[src/rtl/eth_pkg.sv]
// rtl/eth_pkg.sv - shared Ethernet header types and constants for the RX splitter and TX framer
package eth_pkg;

  localparam int ETH_HDR_BYTES = 14;
  localparam logic [47:0] BROADCAST_MAC = 48'hffff_ffff_ffff;

  typedef enum logic [1:0] {
    IDLE    = 2'd0,
    HEADER  = 2'd1,
    PAYLOAD = 2'd2,
    DROP    = 2'd3
  } eth_rx_state_e;

  // Field order matches wire order, so a byte-wise left shift fills it directly.
  typedef struct packed {
    logic [47:0] dest;
    logic [47:0] src;
    logic [15:0] eth_type;
  } eth_hdr_t;

  function automatic logic mac_pass(input logic [47:0] dest, input logic [47:0] local_mac);
    return (dest == local_mac) || (dest == BROADCAST_MAC);
  endfunction

endpackage

[src/rtl/eth_axis_rx_lite_if.sv]
// rtl/eth_axis_rx_lite_if.sv - 8-bit AXI-Stream bundle with master/slave modports
interface eth_axis_rx_lite_if;

  logic [7:0] tdata;
  logic       tvalid;
  logic       tready;
  logic       tlast;
  logic       tuser;

  modport master (output tdata, output tvalid, input tready, output tlast, output tuser);
  modport slave  (input tdata, input tvalid, output tready, input tlast, input tuser);

endinterface

[src/rtl/axis_skid_buf8.sv]
// rtl/axis_skid_buf8.sv - 2-entry skid buffer (output register + temp register) with registered ready
module axis_skid_buf8 (
  input  logic       clk,
  input  logic       rst_n,
  input  logic [7:0] in_tdata,
  input  logic       in_tvalid,
  output logic       in_tready,
  input  logic       in_tlast,
  input  logic       in_tuser,
  output logic [7:0] out_tdata,
  output logic       out_tvalid,
  input  logic       out_tready,
  output logic       out_tlast,
  output logic       out_tuser
);

  logic [9:0] tmp_q;
  logic       tmp_valid;
  logic       ready_early;

  // Ready for next cycle: downstream drains now, or a slot stays free even if a beat lands.
  assign ready_early = out_tready || (!tmp_valid && (!out_tvalid || !in_tvalid));

  always_ff @(posedge clk or negedge rst_n) begin
    if (!rst_n) begin
      in_tready  <= 1'b0;
      out_tvalid <= 1'b0;
      out_tdata  <= '0;
      out_tlast  <= 1'b0;
      out_tuser  <= 1'b0;
      tmp_valid  <= 1'b0;
      tmp_q      <= '0;
    end else begin
      in_tready <= ready_early;
      if (in_tready) begin
        if (out_tready || !out_tvalid) begin
          out_tvalid                        <= in_tvalid;
          {out_tuser, out_tlast, out_tdata} <= {in_tuser, in_tlast, in_tdata};
        end else begin
          tmp_valid <= in_tvalid;
          tmp_q     <= {in_tuser, in_tlast, in_tdata};
        end
      end else if (out_tready) begin
        out_tvalid                        <= tmp_valid;
        {out_tuser, out_tlast, out_tdata} <= tmp_q;
        tmp_valid                         <= 1'b0;
      end
    end
  end

endmodule

[src/rtl/eth_axis_rx_lite.sv]
// rtl/eth_axis_rx_lite.sv - Ethernet RX header splitter; ETH_RX_MAC_FILTER_EN adds a dest MAC filter
// with local_mac input and saturating drop_count output.
module eth_axis_rx_lite
  import eth_pkg::*;
#(
  parameter int DATA_WIDTH = 8
) (
  input  logic                clk,
  input  logic                rst_n,
  eth_axis_rx_lite_if.slave   s_axis,
  output logic                m_eth_hdr_valid,
  input  logic                m_eth_hdr_ready,
  output logic [47:0]         m_eth_dest_mac,
  output logic [47:0]         m_eth_src_mac,
  output logic [15:0]         m_eth_type,
  eth_axis_rx_lite_if.master  m_eth_payload_axis,
  output logic                busy,
  output logic                error_header_early_termination
`ifdef ETH_RX_MAC_FILTER_EN
  ,
  input  logic [47:0]         local_mac,
  output logic [15:0]         drop_count
`endif
);

  localparam int HDR_BYTES = ETH_HDR_BYTES;
  localparam logic [3:0] LAST_PTR = 4'(HDR_BYTES - 1);

  if (DATA_WIDTH != 8) begin : g_bad_width
`ifdef TARGET_SIM
    $error("eth_axis_rx_lite supports DATA_WIDTH=8 only");
`endif
  end

  eth_rx_state_e state;
  logic [3:0]    ptr;
  eth_hdr_t      hdr_q;
  eth_hdr_t      hdr_next;
  logic          ready_en;
  logic          rx_ready;
  logic          accept;
  logic          skid_ready;
  logic          skid_valid;
  logic [7:0]    skid_tdata;
  logic          skid_tvalid;
  logic          skid_tlast;
  logic          skid_tuser;

  assign hdr_next = {hdr_q[103:0], s_axis.tdata};
  assign accept   = s_axis.tvalid && rx_ready;
  assign s_axis.tready = rx_ready;

  assign m_eth_dest_mac = hdr_q.dest;
  assign m_eth_src_mac  = hdr_q.src;
  assign m_eth_type     = hdr_q.eth_type;

  // ready_en keeps tready low for the first cycle out of reset.
  always_comb begin
    rx_ready = 1'b0;
    case (state)
      IDLE:    rx_ready = ready_en && !m_eth_hdr_valid;
      HEADER:  rx_ready = 1'b1;
      PAYLOAD: rx_ready = skid_ready;
      DROP:    rx_ready = 1'b1;
      default: rx_ready = 1'b0;
    endcase
  end

  assign skid_valid = s_axis.tvalid && (state == PAYLOAD);

  axis_skid_buf8 u_skid (
    .clk        (clk),
    .rst_n      (rst_n),
    .in_tdata   (s_axis.tdata),
    .in_tvalid  (skid_valid),
    .in_tready  (skid_ready),
    .in_tlast   (s_axis.tlast),
    .in_tuser   (s_axis.tuser),
    .out_tdata  (skid_tdata),
    .out_tvalid (skid_tvalid),
    .out_tready (m_eth_payload_axis.tready),
    .out_tlast  (skid_tlast),
    .out_tuser  (skid_tuser)
  );

  assign m_eth_payload_axis.tdata  = skid_tdata;
  assign m_eth_payload_axis.tvalid = skid_tvalid;
  assign m_eth_payload_axis.tlast  = skid_tlast;
  assign m_eth_payload_axis.tuser  = skid_tuser;

  always_ff @(posedge clk or negedge rst_n) begin
    if (!rst_n) begin
      state                          <= IDLE;
      ptr                            <= '0;
      hdr_q                          <= '0;
      m_eth_hdr_valid                <= 1'b0;
      busy                           <= 1'b0;
      error_header_early_termination <= 1'b0;
      ready_en                       <= 1'b0;
`ifdef ETH_RX_MAC_FILTER_EN
      drop_count                     <= '0;
`endif
    end else begin
      ready_en                       <= 1'b1;
      error_header_early_termination <= 1'b0;
      if (m_eth_hdr_valid && m_eth_hdr_ready) m_eth_hdr_valid <= 1'b0;
      case (state)
        IDLE: begin
          if (accept) begin
            hdr_q <= hdr_next;
            if (s_axis.tlast) begin
              error_header_early_termination <= 1'b1;
            end else begin
              ptr   <= 4'd1;
              state <= HEADER;
              busy  <= 1'b1;
            end
          end
        end
        HEADER: begin
          if (accept) begin
            hdr_q <= hdr_next;
            ptr   <= ptr + 4'd1;
            if (s_axis.tlast) begin
              // A header-only frame also lands here: zero-length payload is an error.
              error_header_early_termination <= 1'b1;
              ptr   <= '0;
              state <= IDLE;
              busy  <= 1'b0;
            end else if (ptr == LAST_PTR) begin
              ptr <= '0;
`ifdef ETH_RX_MAC_FILTER_EN
              if (mac_pass(hdr_next.dest, local_mac)) begin
                m_eth_hdr_valid <= 1'b1;
                state           <= PAYLOAD;
              end else begin
                state <= DROP;
                if (drop_count != 16'hffff) drop_count <= drop_count + 16'd1;
              end
`else
              m_eth_hdr_valid <= 1'b1;
              state           <= PAYLOAD;
`endif
            end
          end
        end
        PAYLOAD, DROP: begin
          if (accept && s_axis.tlast) begin
            state <= IDLE;
            busy  <= 1'b0;
          end
        end
        default: begin
          state <= IDLE;
          busy  <= 1'b0;
        end
      endcase
    end
  end

endmodule

[src/flat_wrapper.sv]
// flat-port wrapper written by rule: the top's interface ports become plain ports
module eth_axis_rx_lite_flat import eth_pkg::*;
#(
  parameter int DATA_WIDTH = 8
)
  (clk, rst_n, m_eth_hdr_valid, m_eth_hdr_ready, m_eth_dest_mac, m_eth_src_mac, m_eth_type, busy, error_header_early_termination, s_axis_tdata, s_axis_tvalid, s_axis_tready, s_axis_tlast, s_axis_tuser, m_eth_payload_axis_tdata, m_eth_payload_axis_tvalid, m_eth_payload_axis_tready, m_eth_payload_axis_tlast, m_eth_payload_axis_tuser);
  eth_axis_rx_lite_if s_axis_i ();
  eth_axis_rx_lite_if m_eth_payload_axis_i ();
  input  logic clk;
  input  logic rst_n;
  output logic m_eth_hdr_valid;
  input  logic m_eth_hdr_ready;
  output logic [47:0] m_eth_dest_mac;
  output logic [47:0] m_eth_src_mac;
  output logic [15:0] m_eth_type;
  output logic busy;
  output logic error_header_early_termination;
  input wire logic [$bits(s_axis_i.tdata)-1:0] s_axis_tdata;
  input wire logic [$bits(s_axis_i.tvalid)-1:0] s_axis_tvalid;
  output wire logic [$bits(s_axis_i.tready)-1:0] s_axis_tready;
  input wire logic [$bits(s_axis_i.tlast)-1:0] s_axis_tlast;
  input wire logic [$bits(s_axis_i.tuser)-1:0] s_axis_tuser;
  output wire logic [$bits(m_eth_payload_axis_i.tdata)-1:0] m_eth_payload_axis_tdata;
  output wire logic [$bits(m_eth_payload_axis_i.tvalid)-1:0] m_eth_payload_axis_tvalid;
  input wire logic [$bits(m_eth_payload_axis_i.tready)-1:0] m_eth_payload_axis_tready;
  output wire logic [$bits(m_eth_payload_axis_i.tlast)-1:0] m_eth_payload_axis_tlast;
  output wire logic [$bits(m_eth_payload_axis_i.tuser)-1:0] m_eth_payload_axis_tuser;
  assign s_axis_i.tdata = s_axis_tdata;
  assign s_axis_i.tvalid = s_axis_tvalid;
  assign s_axis_tready = s_axis_i.tready;
  assign s_axis_i.tlast = s_axis_tlast;
  assign s_axis_i.tuser = s_axis_tuser;
  assign m_eth_payload_axis_tdata = m_eth_payload_axis_i.tdata;
  assign m_eth_payload_axis_tvalid = m_eth_payload_axis_i.tvalid;
  assign m_eth_payload_axis_i.tready = m_eth_payload_axis_tready;
  assign m_eth_payload_axis_tlast = m_eth_payload_axis_i.tlast;
  assign m_eth_payload_axis_tuser = m_eth_payload_axis_i.tuser;
  eth_axis_rx_lite #(.DATA_WIDTH(DATA_WIDTH)) u_core (.clk(clk), .rst_n(rst_n), .s_axis(s_axis_i), .m_eth_hdr_valid(m_eth_hdr_valid), .m_eth_hdr_ready(m_eth_hdr_ready), .m_eth_dest_mac(m_eth_dest_mac), .m_eth_src_mac(m_eth_src_mac), .m_eth_type(m_eth_type), .m_eth_payload_axis(m_eth_payload_axis_i), .busy(busy), .error_header_early_termination(error_header_early_termination));
endmodule
[config.mk]
export PLATFORM = sky130hd
export DESIGN_NAME = eth_axis_rx_lite_flat
export DESIGN_NICKNAME = d
export VERILOG_FILES = /design/src/rtl/eth_pkg.sv /design/src/rtl/eth_axis_rx_lite_if.sv /design/src/rtl/axis_skid_buf8.sv /design/src/rtl/eth_axis_rx_lite.sv /design/src/flat_wrapper.sv
export SDC_FILE = /design/constraint.sdc
export NUM_CORES = 1
export LEC_CHECK = 0
export CAP_MARGIN = 0
export CORE_MARGIN = 3
export CORE_UTILIZATION = 45
export DETAILED_ROUTE_END_ITERATION = 12
export GPL_TIMING_DRIVEN = 0
export PLACE_DENSITY = 0.89
export SLEW_MARGIN = 0
export SYNTH_ARGS = -nofsm -noshare
export SYNTH_HDL_FRONTEND = slang
export SYNTH_SLANG_ARGS = --single-unit
[constraint.sdc]
create_clock -name clk -period 1.9 [get_ports clk]
set_clock_uncertainty 0.2 [all_clocks]
set_input_delay 0.38 -clock clk [delete_from_list [all_inputs] [get_ports clk]]
set_output_delay 0.38 -clock clk [all_outputs]
set_load 0.01 [all_outputs]
==> results.yml <==
die:
  start_util: 0.472
  std_cell_rows: 40
  coreArea_sq_mm: 0.0124
  die_x_um: 120
  pin_count: 142
  dieArea_sq_mm: 0.0144
  fp.dieH_um: 120
finish:
  finalNonFillerCells: 720
  design_area_sq_mm: 0.00819
  nNetsFinal: 556
  final_cell_mix: "dfrtp_1 (143), mux2_2 (122), dlygate4sd2_1 (114)"
  final_layout_size_suffix_gt1_frac: 0.388
  final_common_cell: "dfrtp_1"
  insertedDiodeCount: 0
  fillers: 928
  post-route-util: 0.663
  syn2layout_area_growth_pct: 40.5
logic_synthesis:
  syn_nets: 382
  synth.distinct_cells: 41
  yosysWarningCount: 0
  synth_seq_cells: 145
  synth.yosys.seq_area_share: 0.622
  avgSynthCellArea_sq_um: 16.0
  netlist_instances: 365
  syn_area_sq_mm: 0.00583
pwr:
  ir_drop_mv: 1.02
  p_int_mw: 9.22
  powerDensity_mw_per_mm2: 1640
  power.total_mw: 13.5
  combPwrFrac: 0.343
  switchingPower_mw: 4.24
  swShare: 0.315
  pwr-share-seq: 0.407
  leakagePower_nw: 3.92
  pwr-share-clk: 0.249
drt:
  drc: 0
  avgRoutedWirePerCell_um: 19.8
  vias_per_cell: 5.29
  wl_um: 14300
  ant_nets: 0
  first_iter_violations: 303
  vias: 3806
  first_pass_iters: 7
worst_setup_path:
  r2r-end: "u_core.m_eth_dest_mac[23]"
  endpoint_kind: "output port"
  critical_path_class: "reg2out"
  reg2reg_from: "u_core.ready_en"
  worstRegToRegCells: 6
  cp.arrival_ps: 1370
  crit_path_max_fanout: 4
  critPathLaunchType: "flop"
  crit_required_ps: 1320
  regToRegSetupSlack_ps: 40
clocking:
  ctsRootBufferMaster: "clkbuf_16"
  path_clk_slew_ps: 60
  cts_tree: "yes"
  insertion_delay_ps: 420
  cts_made_buffers: 17
  cts_buffer_depth: 2
  cts_max_level: 4
  cts.sinks: 145
sta:
  slew-limit-headroom: 0.625
  slew_violations: 0
  rsz0062_at_grt: "yes"
  tightestPinTransition_ps: 561
  setup_viol_count_final: 1
  hold_ws_ps: 207
  min_period_ps: 1950
  max_freq_mhz: 513
  fin_crit_sh: 1.03
  final.setup.tns_ps: -48.2
  hold_viol_final: 0
  worst_slack_ps: -48.2
placed_design:
  hpwl_um: 9650
  placed_area_sq_mm: 0.00747
  io_buffers: 140
  dp_slack_ps: -602
  globalplace.congestion: 0.799
  dpl.cell_count: 674
global_routing:
  grt_overflow: 0
  first_global_vias: 3972
  antenna_found_initial: 0
  grt_max_degree: 106
  grt_usage: 0.202
  grt_pass1_wl_um: 22300
worst_hold_path:
  hold_depth: 2
  hold-path-endpoint: "u_core.state[1]"
  worstHoldStart: "s_axis_tlast"
  min_path_type: "in2reg"
status:
  status: "finished, violations left"
  failed_checks: "setup timing"
flow_run:
  drv_cap: 0
-- power by group through the flow --
stage | Combinational, mW | Clock (mW) | Sequential (mW)
after floorplan | 1.84 | 0 | 5.82
after global placement | 5.15 | 0 | 5.43
after detailed placement | 5.31 | 0 | 5.55
after CTS | 4.60 | 3.40 | 5.48
after global routing | 4.94 | 3.56 | 5.67
final | 4.62 | 3.36 | 5.48
-- worst max path at each step --
stage                     slack [ps]  cells after the start                         to                     from
after floorplan                  130                      7  u_core.m_eth_dest_mac[17]          u_core.state[1]
after global placement         -5310                      1       u_core.m_eth_type[5]                    rst_n
after detailed placement        -600                      5              s_axis_tready  u_core.u_skid.in_tready
after CTS                        -60                      4              s_axis_tready  u_core.u_skid.in_tready
after global routing             -90                      4              s_axis_tready  u_core.u_skid.in_tready
final                            -50                      4              s_axis_tready  u_core.u_skid.in_tready
-- final cells by class --
| class | instances | area, sq um | area share |
|---|---|---|---|
| buffer | 18 | 181 | 0.0221 |
| clock buffer | 21 | 460 | 0.0562 |
| clock inverter | 11 | 136 | 0.0166 |
| inverter | 6 | 22.5 | 0.00275 |
| multi-input combinational | 195 | 2070 | 0.253 |
| sequential | 145 | 3630 | 0.443 |
| tap | 168 | 210 | 0.0257 |
| timing repair buffer | 156 | 1480 | 0.180 |
-- sequential cells by signal, summed over array words and instances (netlist names) --
name and flops:
u_core.busy 1, u_core.error_header_early_termination 1, u_core.m_eth_dest_mac 48, u_core.m_eth_hdr_valid 1, u_core.m_eth_src_mac 48, u_core.m_eth_type 16
u_core.ptr 4, u_core.ready_en 1, u_core.state 2, u_core.u_skid.in_tready 1, u_core.u_skid.out_tdata 8, u_core.u_skid.out_tlast 1
u_core.u_skid.out_tuser 1, u_core.u_skid.out_tvalid 1, u_core.u_skid.tmp_q 10, u_core.u_skid.tmp_valid 1
-- timing repair --
item,in CTS,in global routing
pin swaps,1,2
cloned,0,1
resized for setup,130,22
buffers inserted,5,8
endpoints found under the setup margin,159,41
endpoints found under the hold margin,40,0
hold buffers,1,0
-- layer usage --
| layer | vias up | part of all wire | global-route usage |
|---|---|---|---|
| met5 | - | 0 | 0 |
| met4 | 0 | 0.020 | 0.0673 |
| met3 | 34 | 0.073 | 0.0735 |
| met2 | 182 | 0.51 | 0.343 |
| met1 | 1943 | 0.40 | 0.238 |
| li1 | 1647 | - | - |
-- logic make-up (layout without fill, tap and decap cells) --
kind of cell             after synthesis  after routing  share of synthesized area
adder cells (fa/ha/maj)                2              2                    0.00429
AO/OA/AOI/OAI                         21             21                     0.0245
multiplexers                         143            143                      0.288
AND/OR/NAND/NOR                       28             28                     0.0296
buffers and inverters                 25            212                     0.0309
flip-flops                           145            145                      0.622
other                                  1              1                   0.000643
-- Yosys cell counts --
cell / n / area, sq um
a21boi_0: 1 / 7.51
buf_2: 4 / 20.0
o21a_1: 2 / 15.0
nand3b_1: 2 / 15.0
nor2b_2: 1 / 8.76
conb_1: 1 / 3.75
nor2_1: 4 / 15.0
mux2i_1: 2 / 20.0
buf_1: 1 / 3.75
dfrtp_1: 145 / 3630
nand4_1: 3 / 18.8
and4_1: 1 / 8.76
buf_12: 2 / 40.0
mux2_4: 19 / 285
a21oi_2: 1 / 8.76
or2_2: 1 / 6.26
a32oi_1: 1 / 8.76
nand3_1: 3 / 15.0
mux2_2: 122 / 1370
buf_4: 8 / 60.1
inv_1: 6 / 22.5
nor2b_4: 1 / 13.8
and3b_1: 1 / 8.76
o21ai_0: 5 / 25.0
and3_1: 1 / 6.26
nor2b_1: 1 / 6.26
a21oi_1: 3 / 15.0
ha_1: 2 / 25.0
buf_8: 1 / 15.0
nand2b_1: 1 / 6.26
o211ai_1: 2 / 15.0
buf_6: 1 / 11.3
o32a_1: 1 / 10.0
nor3b_1: 2 / 15.0
nor3_1: 1 / 5.00
nand2_1: 4 / 15.0
a31oi_1: 3 / 18.8
a221o_1: 1 / 10.0
o21ai_2: 1 / 8.76
nand4b_1: 1 / 8.76
clkbuf_1: 2 / 7.51
-- worst max-delay path, cell delays in order, from the launching register on --
cell and delay [ps]:
dfrtp_2 420, buf_8 140, a21oi_4 170, o21ai_4 100, buf_6 130
(Power assumes the default switching activity.)
